==> config.mk <==
export PLATFORM = sky130hd
export DESIGN_NAME = map_tile_writer_flat
export DESIGN_NICKNAME = d
export VERILOG_FILES = /design/src/rtl/map_pkg.sv /design/src/rtl/map_tile_writer_if.sv /design/src/rtl/map_raster_counter.sv /design/src/rtl/map_tile_writer.sv /design/src/flat_wrapper.sv
export SDC_FILE = /design/constraint.sdc
export NUM_CORES = 1
export LEC_CHECK = 0
export ABC_AREA = 1
export CAP_MARGIN = 15
export CORE_UTILIZATION = 60
export CTS_CLUSTER_DIAMETER = 120
export DETAILED_ROUTE_END_ITERATION = 10
export DONT_BUFFER_PORTS = 1
export PLACE_DENSITY = 0.88
export SLEW_MARGIN = 15
export SYNTH_ARGS = -nofsm -noshare
export SYNTH_HDL_FRONTEND = slang
export SYNTH_SLANG_ARGS = --single-unit
==> constraint.sdc <==
create_clock -name clk -period 3.8 [get_ports clk]
set_clock_uncertainty 0.15 [all_clocks]
set_input_delay 0 -clock clk [delete_from_list [all_inputs] [get_ports clk]]
set_output_delay 0 -clock clk [all_outputs]
set_load 0.01 [all_outputs]
==> src/rtl/map_pkg.sv <==
`default_nettype none
// ============================================================================
// map_pkg
//   Shared sprite codes, request opcodes and writer state encoding.
//   Rev 1.0 - initial release
// ============================================================================
package map_pkg;

  localparam logic [2:0] SPR_BLACK     = 3'b000;
  localparam logic [2:0] SPR_BIG_ORB   = 3'b001;
  localparam logic [2:0] SPR_SMALL_ORB = 3'b010;
  localparam logic [2:0] SPR_BLUE      = 3'b011;
  localparam logic [2:0] SPR_GREY      = 3'b100;

  localparam logic [1:0] OP_WRITE = 2'b00;
  localparam logic [1:0] OP_EAT   = 2'b01;
  localparam logic [1:0] OP_FILL  = 2'b10;
  localparam logic [1:0] OP_RSVD  = 2'b11;

  typedef enum logic [2:0] {
    S_IDLE  = 3'd0,
    S_READ  = 3'd1,
    S_CHECK = 3'd2,
    S_WRITE = 3'd3,
    S_FILL  = 3'd4
  } state_e;

endpackage
`default_nettype wire

==> src/rtl/map_tile_writer_if.sv <==
`default_nettype none
// ============================================================================
// map_tile_writer_if
//   Request channel, map RAM port and status signals of the tile writer.
//   Rev 1.0 - initial release
// ============================================================================
interface map_tile_writer_if;
  logic        req_valid;
  logic        req_ready;
  logic [1:0]  req_op;
  logic [4:0]  req_x;
  logic [4:0]  req_y;
  logic [2:0]  req_type;
  logic [4:0]  mem_x;
  logic [4:0]  mem_y;
  logic [2:0]  mem_rd_type;
  logic        mem_we;
  logic [2:0]  mem_wr_type;
  logic        eaten;
  logic        eaten_big;
  logic [15:0] score;
  logic        busy;
  logic        err;

  modport slave (
    input  req_valid, req_op, req_x, req_y, req_type, mem_rd_type,
    output req_ready, mem_x, mem_y, mem_we, mem_wr_type,
           eaten, eaten_big, score, busy, err
  );

  modport master (
    output req_valid, req_op, req_x, req_y, req_type, mem_rd_type,
    input  req_ready, mem_x, mem_y, mem_we, mem_wr_type,
           eaten, eaten_big, score, busy, err
  );
endinterface
`default_nettype wire

==> src/rtl/map_raster_counter.sv <==
`default_nettype none
// ============================================================================
// map_raster_counter
//   Raster-order tile counter, x fastest, both axes wrapping at MAX.
//   Rev 1.0 - initial release
// ============================================================================
module map_raster_counter #(
  parameter int MAX = 20
) (
  input  logic       clk,
  input  logic       reset,
  input  logic       clr_i,
  input  logic       en_i,
  output logic [4:0] x_o,
  output logic [4:0] y_o,
  output logic       last_o
);
  localparam logic [4:0] MAX_C = 5'(MAX);

  logic [4:0] x_q;
  logic [4:0] y_q;

  always_ff @(posedge clk) begin
    if (reset || clr_i) begin
      x_q <= 5'd0;
      y_q <= 5'd0;
    end else if (en_i) begin
      if (x_q == MAX_C) begin
        x_q <= 5'd0;
        y_q <= (y_q == MAX_C) ? 5'd0 : y_q + 5'd1;
      end else begin
        x_q <= x_q + 5'd1;
      end
    end
  end

  assign x_o    = x_q;
  assign y_o    = y_q;
  assign last_o = (x_q == MAX_C) && (y_q == MAX_C);
endmodule
`default_nettype wire

==> src/rtl/map_tile_writer.sv <==
`default_nettype none
// ============================================================================
// map_tile_writer
//   Map RAM tile writer: single writes, orb eating with scoring, full fill.
//   Optional feature macro: SCORE_COUNTER_EN (builds the saturating score).
//   Rev 1.0 - initial release
// ============================================================================
module map_tile_writer
  import map_pkg::*;
#(
  parameter int MAP_MAX   = 20,
  parameter int SMALL_PTS = 10,
  parameter int BIG_PTS   = 50
) (
  input  logic               clk,
  input  logic               reset,
  map_tile_writer_if.slave   tw
);
  localparam logic [4:0] MAX_C = 5'(MAP_MAX);

  state_e     state_q, state_d;
  logic [1:0] op_q;
  logic [4:0] x_q, y_q;
  logic [2:0] type_q;
  logic [2:0] tile_q;
  logic       err_q, err_d;

  logic       ready, accept, bad_req;
  logic       we, eat_pulse, eat_big, ras_en, ras_last;
  logic [2:0] wr_type;
  logic [4:0] ras_x, ras_y;

  assign accept  = tw.req_valid && (state_q == S_IDLE);
  // FILL ignores coordinates, so only WRITE/EAT are range-checked
  assign bad_req = (tw.req_op == OP_RSVD) ||
                   ((tw.req_op != OP_FILL) && ((tw.req_x > MAX_C) || (tw.req_y > MAX_C)));

  always_ff @(posedge clk) begin
    if (reset) begin
      state_q <= S_IDLE;
      op_q    <= OP_WRITE;
      x_q     <= 5'd0;
      y_q     <= 5'd0;
      type_q  <= SPR_BLACK;
      tile_q  <= SPR_BLACK;
      err_q   <= 1'b0;
    end else begin
      state_q <= state_d;
      err_q   <= err_d;
      if (accept) begin
        op_q   <= tw.req_op;
        x_q    <= tw.req_x;
        y_q    <= tw.req_y;
        type_q <= tw.req_type;
      end
      if (state_q == S_CHECK) tile_q <= tw.mem_rd_type;
    end
  end

  always_comb begin
    state_d   = state_q;
    err_d     = 1'b0;
    ready     = 1'b0;
    we        = 1'b0;
    wr_type   = SPR_BLACK;
    eat_pulse = 1'b0;
    eat_big   = 1'b0;
    ras_en    = 1'b0;
    unique case (state_q)
      S_IDLE: begin
        ready = 1'b1;
        if (tw.req_valid) begin
          if (bad_req) begin
            err_d = 1'b1;
          end else begin
            unique case (tw.req_op)
              OP_EAT:  state_d = S_READ;
              OP_FILL: state_d = S_FILL;
              default: state_d = S_WRITE;
            endcase
          end
        end
      end
      S_READ:  state_d = S_CHECK;
      S_CHECK: begin
        if ((tw.mem_rd_type == SPR_BIG_ORB) || (tw.mem_rd_type == SPR_SMALL_ORB))
          state_d = S_WRITE;
        else
          state_d = S_IDLE;
      end
      S_WRITE: begin
        we      = 1'b1;
        state_d = S_IDLE;
        if (op_q == OP_EAT) begin
          wr_type   = SPR_BLACK;
          eat_pulse = 1'b1;
          eat_big   = (tile_q == SPR_BIG_ORB);
        end else begin
          wr_type = type_q;
        end
      end
      S_FILL: begin
        we      = 1'b1;
        wr_type = type_q;
        ras_en  = 1'b1;
        if (ras_last) state_d = S_IDLE;
      end
      default: state_d = S_IDLE;
    endcase
  end

  map_raster_counter #(
    .MAX (MAP_MAX)
  ) u_raster (
    .clk    (clk),
    .reset  (reset),
    .clr_i  (state_q != S_FILL),
    .en_i   (ras_en),
    .x_o    (ras_x),
    .y_o    (ras_y),
    .last_o (ras_last)
  );

`ifdef SCORE_COUNTER_EN
  logic [15:0] score_q, score_d;
  logic [16:0] score_sum;

  always_comb begin
    score_sum = {1'b0, score_q} +
                ((tile_q == SPR_BIG_ORB) ? 17'(BIG_PTS) : 17'(SMALL_PTS));
    score_d   = score_q;
    if (eat_pulse) score_d = score_sum[16] ? 16'hFFFF : score_sum[15:0];
  end

  always_ff @(posedge clk) begin
    if (reset) score_q <= 16'd0;
    else       score_q <= score_d;
  end

  assign tw.score = score_q;
`else
  assign tw.score = 16'd0;
`endif

  assign tw.req_ready   = ready;
  assign tw.mem_x       = (state_q == S_FILL) ? ras_x : x_q;
  assign tw.mem_y       = (state_q == S_FILL) ? ras_y : y_q;
  assign tw.mem_we      = we;
  assign tw.mem_wr_type = wr_type;
  assign tw.eaten       = eat_pulse;
  assign tw.eaten_big   = eat_big;
  assign tw.busy        = (state_q != S_IDLE);
  assign tw.err         = err_q;
endmodule
`default_nettype wire

==> src/flat_wrapper.sv <==
// flat-port wrapper written by rule: the top's interface ports become plain ports
module map_tile_writer_flat import map_pkg::*;
#(
  parameter int MAP_MAX   = 20,
  parameter int SMALL_PTS = 10,
  parameter int BIG_PTS   = 50
)
  (clk, reset, tw_req_valid, tw_req_op, tw_req_x, tw_req_y, tw_req_type, tw_mem_rd_type, tw_req_ready, tw_mem_x, tw_mem_y, tw_mem_we, tw_mem_wr_type, tw_eaten, tw_eaten_big, tw_score, tw_busy, tw_err);
  map_tile_writer_if tw_i ();
  input  logic clk;
  input  logic reset;
  input wire logic [$bits(tw_i.req_valid)-1:0] tw_req_valid;
  input wire logic [$bits(tw_i.req_op)-1:0] tw_req_op;
  input wire logic [$bits(tw_i.req_x)-1:0] tw_req_x;
  input wire logic [$bits(tw_i.req_y)-1:0] tw_req_y;
  input wire logic [$bits(tw_i.req_type)-1:0] tw_req_type;
  input wire logic [$bits(tw_i.mem_rd_type)-1:0] tw_mem_rd_type;
  output wire logic [$bits(tw_i.req_ready)-1:0] tw_req_ready;
  output wire logic [$bits(tw_i.mem_x)-1:0] tw_mem_x;
  output wire logic [$bits(tw_i.mem_y)-1:0] tw_mem_y;
  output wire logic [$bits(tw_i.mem_we)-1:0] tw_mem_we;
  output wire logic [$bits(tw_i.mem_wr_type)-1:0] tw_mem_wr_type;
  output wire logic [$bits(tw_i.eaten)-1:0] tw_eaten;
  output wire logic [$bits(tw_i.eaten_big)-1:0] tw_eaten_big;
  output wire logic [$bits(tw_i.score)-1:0] tw_score;
  output wire logic [$bits(tw_i.busy)-1:0] tw_busy;
  output wire logic [$bits(tw_i.err)-1:0] tw_err;
  assign tw_i.req_valid = tw_req_valid;
  assign tw_i.req_op = tw_req_op;
  assign tw_i.req_x = tw_req_x;
  assign tw_i.req_y = tw_req_y;
  assign tw_i.req_type = tw_req_type;
  assign tw_i.mem_rd_type = tw_mem_rd_type;
  assign tw_req_ready = tw_i.req_ready;
  assign tw_mem_x = tw_i.mem_x;
  assign tw_mem_y = tw_i.mem_y;
  assign tw_mem_we = tw_i.mem_we;
  assign tw_mem_wr_type = tw_i.mem_wr_type;
  assign tw_eaten = tw_i.eaten;
  assign tw_eaten_big = tw_i.eaten_big;
  assign tw_score = tw_i.score;
  assign tw_busy = tw_i.busy;
  assign tw_err = tw_i.err;
  map_tile_writer #(.MAP_MAX(MAP_MAX), .SMALL_PTS(SMALL_PTS), .BIG_PTS(BIG_PTS)) u_core (.clk(clk), .reset(reset), .tw(tw_i));
endmodule
== Yosys cells after proc, flatten, opt, wreduce, memory -nomap -nowiden ==
Index checks and enable logic that the tools add are counted.
Word-level totals
  output and inout port bits: 35
  bits of input ports: 21
  logic and storage cells: 66
  register bits after elaboration: 32
Cells by class
  order comparisons: 2
  add/subtract/negate cells: 2
  bitwise operators: 2
  reduce and logical (&&, ||, !) cells: 13
  multiplexer cells: 20
  eq/ne operators: 18
Operators with widths (number)
  $mux W5: 4
  $mux W3: 4
  $pmux W3 S2: 2
  $pmux W3 S4: 1
  $add A5 B1 Y5 const B: 2
  $eq A5 B5 Y1 const B: 2
  $gt A5 B5 Y1 const B: 2
  $eq A3 B1 Y1 const B: 3
  $eq A3 B2 Y1 const B: 3
  $mux W1: 8
  $ne A2 B2 Y1 const B: 3
  $eq A2 B1 Y1 const B: 2
  $eq A2 B2 Y1 const B: 2
  $logic_or A1 B1 Y1: 4
  $eq A3 B3 Y1 const B: 1
  $logic_and A1 B1 Y1: 3
  $logic_not A3 Y1: 1
  $ne A3 B3 Y1 const B: 1
  $reduce_and A3 Y1: 1
  $reduce_bool A3 Y1: 1
  $reduce_or A3 Y1: 1
  $mux W2: 1
  $ne A2 B1 Y1 const B: 1
  $not A1 Y1: 2
  other kinds (2): 2

== Logic depth before layout (Yosys ltp) ==
  word-level depth: 7
  depth in mapped cells: 9
  gate-level depth less buffers: 9

== Modules after synthesis ==
Synthesis repeated with hierarchy kept, for this count alone.
Second synthesis, totals
  cell total of the unflattened synthesis: 263
  area total of the unflattened synthesis: 1925.6 µm²
Modules (own cells, without submodules)
  map_tile_writer: cells each 178, area an instance 1307.5 µm², times used 1, seq. area each 440.4 µm²
  map_raster_counter: cells each 85, area an instance 618.1 µm², times used 1, seq. area each 200.2 µm²

== Worst setup path after synthesis ==
Ideal clock, no wire load.
  kind: reg2out
  from: register u_core.state_q[2]
  to: output tw_mem_x[1]
  arrival time: 1.312 ns
  stages on the path, launching flop included: 6
  slack: 2.338 ns
  cell sequence: dfxtp_1 > inv_1 > nor3_4 > inv_2 > clkbuf_2 > o21ai_0
On the way
  word-level cells in the longest chain between the ends: 2
RTL lines
  from (decl): line map_tile_writer.sv:21  | state_e state_q, state_d;
  from (signal assigned): line map_tile_writer.sv:48  | state_q <= state_d;
  $eq A3 B3 Y1: line map_tile_writer.sv:146  | assign tw.mem_x = (state_q == S_FILL) ? ras_x : x_q;
  $mux W5: line map_tile_writer.sv:146
  to (decl): line flat_wrapper.sv:19  | output wire logic [$bits(tw_i.mem_x)-1:0] tw_mem_x;
No other way between the ends.

== Worst setup path in the final report ==
  from: register u_core.state_q[1]
  to: register u_core.state_q[1]
On the way
  word-level cells in the longest chain between the ends: 3
RTL lines
  $eq A3 B3 Y1 / $logic_not A3 Y1 (equally long branches): line map_tile_writer.sv:69  | unique case (state_q)
  $ne A2 B1 Y1 (no source line) / $ne A2 B2 Y1 (equally long branches)
  $reduce_and A3 Y1 (no source line)
Parallel ways exist; a longest one is shown, timed or not.
A chain may end at the register's enable or synchronous reset.

==> results.cfg <==
[status]
status = finished clean

[critical_path]
ff2ff_setup_slack_ps = 990
start_kind = flip-flop
crit_path_max_fanout = 6
cp_data_arrival_time_ps = 2940
critPathKind = flip-flop to flip-flop
end_kind = flip-flop
worstPathRequired_ps = 3930

[synth]
synthDominantCellAreaShare_pct = 37.3
yosys.area.top_type = dfxtp_1
yosys_warnings = 0
avgSynthCellArea_um2 = 7.02
synth_edf_count = 0
ys.flop_type = dfxtp_1
ys_ff_latch = 32
yosysUniqueCellTypes = 25
synthArstFlopShare_pct = 0
yosysSeqAreaShare_pct = 37.3
synth_area_leaders = dfxtp_1 37%, nand2_1 8.1%, buf_4 7.0%, inv_1 6.8%, o21ai_0 6.7%
syn_inst = 245
synth_area_um2 = 1720

[global_routing]
grt_usage_pct = 28.6
grt-ovfl-total = 0
grt_pass1_wl_mm = 6.87
antenna_found_initial = 0
grt_max_degree = 22
grt_pass1_vias = 1580

[run]
maxCapViolCount = 0

[placed_design]
io_buffers = 0
placedCellCount = 269
hpwl_mm = 2.55
routabilityCongestion = 0.815
place_ws_ps = 1690

[clocking]
clock-sinks = 32
clock_latency_ps = 340
cts_root_buf = clkbuf_4
cts_resized = 0
cts_setup_buffers = 0
cts_tree = yes
cts_buffers = 5
holdBufCountCts = 25
path_clk_slew_ps = 100
clk_path_buf_depth = 2
cts.htree.levels = 2

[sta]
slew_headroom_pct = 57.5
holdWs_ps = 105
finalSetupTns_ps = 0
setup_ws_ps = 994
hold_viol = 0
maxSlewViolCount = 0
min_period_ps = 2810
period_share_pct = 73.8
rsz0062_at_grt = no
tightest_slew_ps = 636
clock.fmax_mhz = 356
setup-violations-final = 0

[power]
clkPwrFrac_pct = 34.1
seqPwrFrac_pct = 48.5
vdd_drop_max_uv = 368
switchingPower_w = 0.000219
comb_power_share_pct = 17.4
cellPowerDensity_nw_per_um2 = 382
leakage_nw = 0.818
swShare_pct = 28.8
p_int_w = 0.000542
power_w = 0.000761

[die]
dieHeight_um = 55.5
core_um2 = 2730
initial_core_util_pct = 62.9
row_count = 19
die_w_um = 55.5
top_level_ports = 56
fp.dieArea_um2 = 3080

[routing]
vias = 1666
drt_iter0_markers = 88
drt-pass1-iter-count = 4
ant_nets = 0
drt-total-wl_mm = 4.12
drc = 0
vias_per_cell = 5.52
drt-wirelength-per-cell_um = 13.6

[cells_and_area]
drive_gt1_share_pct = 5.17
syn_to_final_growth_pct = 15.9
n_fill_cell = 201
final_cell_count_no_fill = 302
fin_nets = 297
diodes = 0

[hold_path]
hp-class = input port to flip-flop
## state kept, by name, indices dropped and copies added, names as in the netlist
| register | count |
|---|---|
| u_core.tile_q | 3 |
| u_core.tw.err | 1 |
| u_core.op_q | 2 |
| u_core.x_q | 5 |
| u_core.type_q | 3 |
| u_core.state_q | 3 |
| u_core.u_raster.y_o | 5 |
| u_core.y_q | 5 |
| u_core.u_raster.x_o | 5 |
## cell usage after synthesis, types with 2 or more instances
cell	number
nor2_1	26
buf_4	16
nand4_1	4
nor3_1	9
ha_1	6
nand3_1	20
inv_1	31
a21oi_1	21
nor3_4	2
dfxtp_1	32
o21ai_0	23
clkbuf_1	2
nand2_1	37
or2_2	2
o21a_1	2
buf_2	3
## kinds of logic (layout without fill, tap and decap cells)
group                    Yosys count  count (layout)  share of synthesized area, %
AND/OR/NAND/NOR                  105             105                          28.5
buffers and inverters             54              65                          15.6
AO/OA/AOI/OAI                     47              47                          14.1
flip-flops                        32              32                          37.3
adder cells (fa/ha/maj)            6               6                          4.37
other                              1              16                         0.218
## routing by layer
layer  vias to the layer above  part of all wire, %  global-route usage (%)  wire length (um)
met2                        66                   52                    51.3              2140
met4                         0                  2.2                    11.4                91
met1                       770                   39                    30.2              1610
li1                        815                    -                       -                 -
met5                         -                    0                       0                 0
met3                        15                  6.5                    10.3               269
## through the flow
stage	instance area [um2]	utilization [%]
after CTS	1990	72.9
after floorplan	1780	-
after global placement	1670	61.0
after detailed placement	1670	61.0
after global routing	1990	72.9
final	1990	72.9
## critical path, stage by stage (launching register included)
cell           delay [ps]
dfxtp_1               420
inv_1                 110
nor3_1                460
nand4_1               150
dlygate4sd3_1         610
o21ai_0                80
nand4_1               110
dlygate4sd3_1         580
nor2_1                 80
## worst paths after layout
kind | from | to | depth (start not counted)
setup reg to reg | u_core.state_q[1]$_SDFFE_PP0P_ | u_core.state_q[1]$_SDFFE_PP0P_ | 8
setup / recovery | u_core.state_q[1]$_SDFFE_PP0P_ | u_core.state_q[1]$_SDFFE_PP0P_ | 8
hold / removal | tw_req_valid | u_core.tw.err$_SDFF_PP0_ | 2
hold reg to reg | u_core.type_q[0]$_SDFFE_PP0P_ | u_core.type_q[0]$_SDFFE_PP0P_ | 2
## power groups by stage
stage | logic, W | registers (W) | clock network, W
3_5_place_dp | 0.0000974 | 0.000375 | 0
3_3_place_gp | 0.0000952 | 0.000375 | 0
4_1_cts | 0.000127 | 0.000368 | 0.000259
5_1_grt | 0.000147 | 0.000371 | 0.000277
6_report | 0.000133 | 0.000369 | 0.000259
2_1_floorplan | 0.000100 | 0.000373 | 0
## layout make-up
class,instances,area [um2],share of cell area [%]
Clock buffer,6,41.3,2.07
Clock inverter,2,35.0,1.76
Inverter,32,120,6.03
Multi-Input combinational cell,174,867,43.5
Sequential cell,32,641,32.1
Tap cell,31,38.8,1.95
Timing Repair Buffer,25,250,12.6
## cell usage in the layout (no fill, tap or decap), drive strengths merged
master / Yosys / layout
nand2: 39 / 39
dfxtp: 32 / 32
inv: 32 / 32
nor2: 26 / 26
dlygate4sd3: 0 / 25
o21ai: 23 / 23
a21oi: 21 / 21
nand3: 20 / 20
conb: 1 / 16
nor3: 11 / 11
ha: 6 / 6
clkbuf: 3 / 6
nand4: 4 / 4
o21a: 2 / 2
or2: 2 / 2
and3: 1 / 1
a211oi: 1 / 1
nor3b: 1 / 1
nor4: 1 / 1
clkinv: 0 / 1
bufinv: 0 / 1
Note: power is estimated with default switching activity, not from simulation.
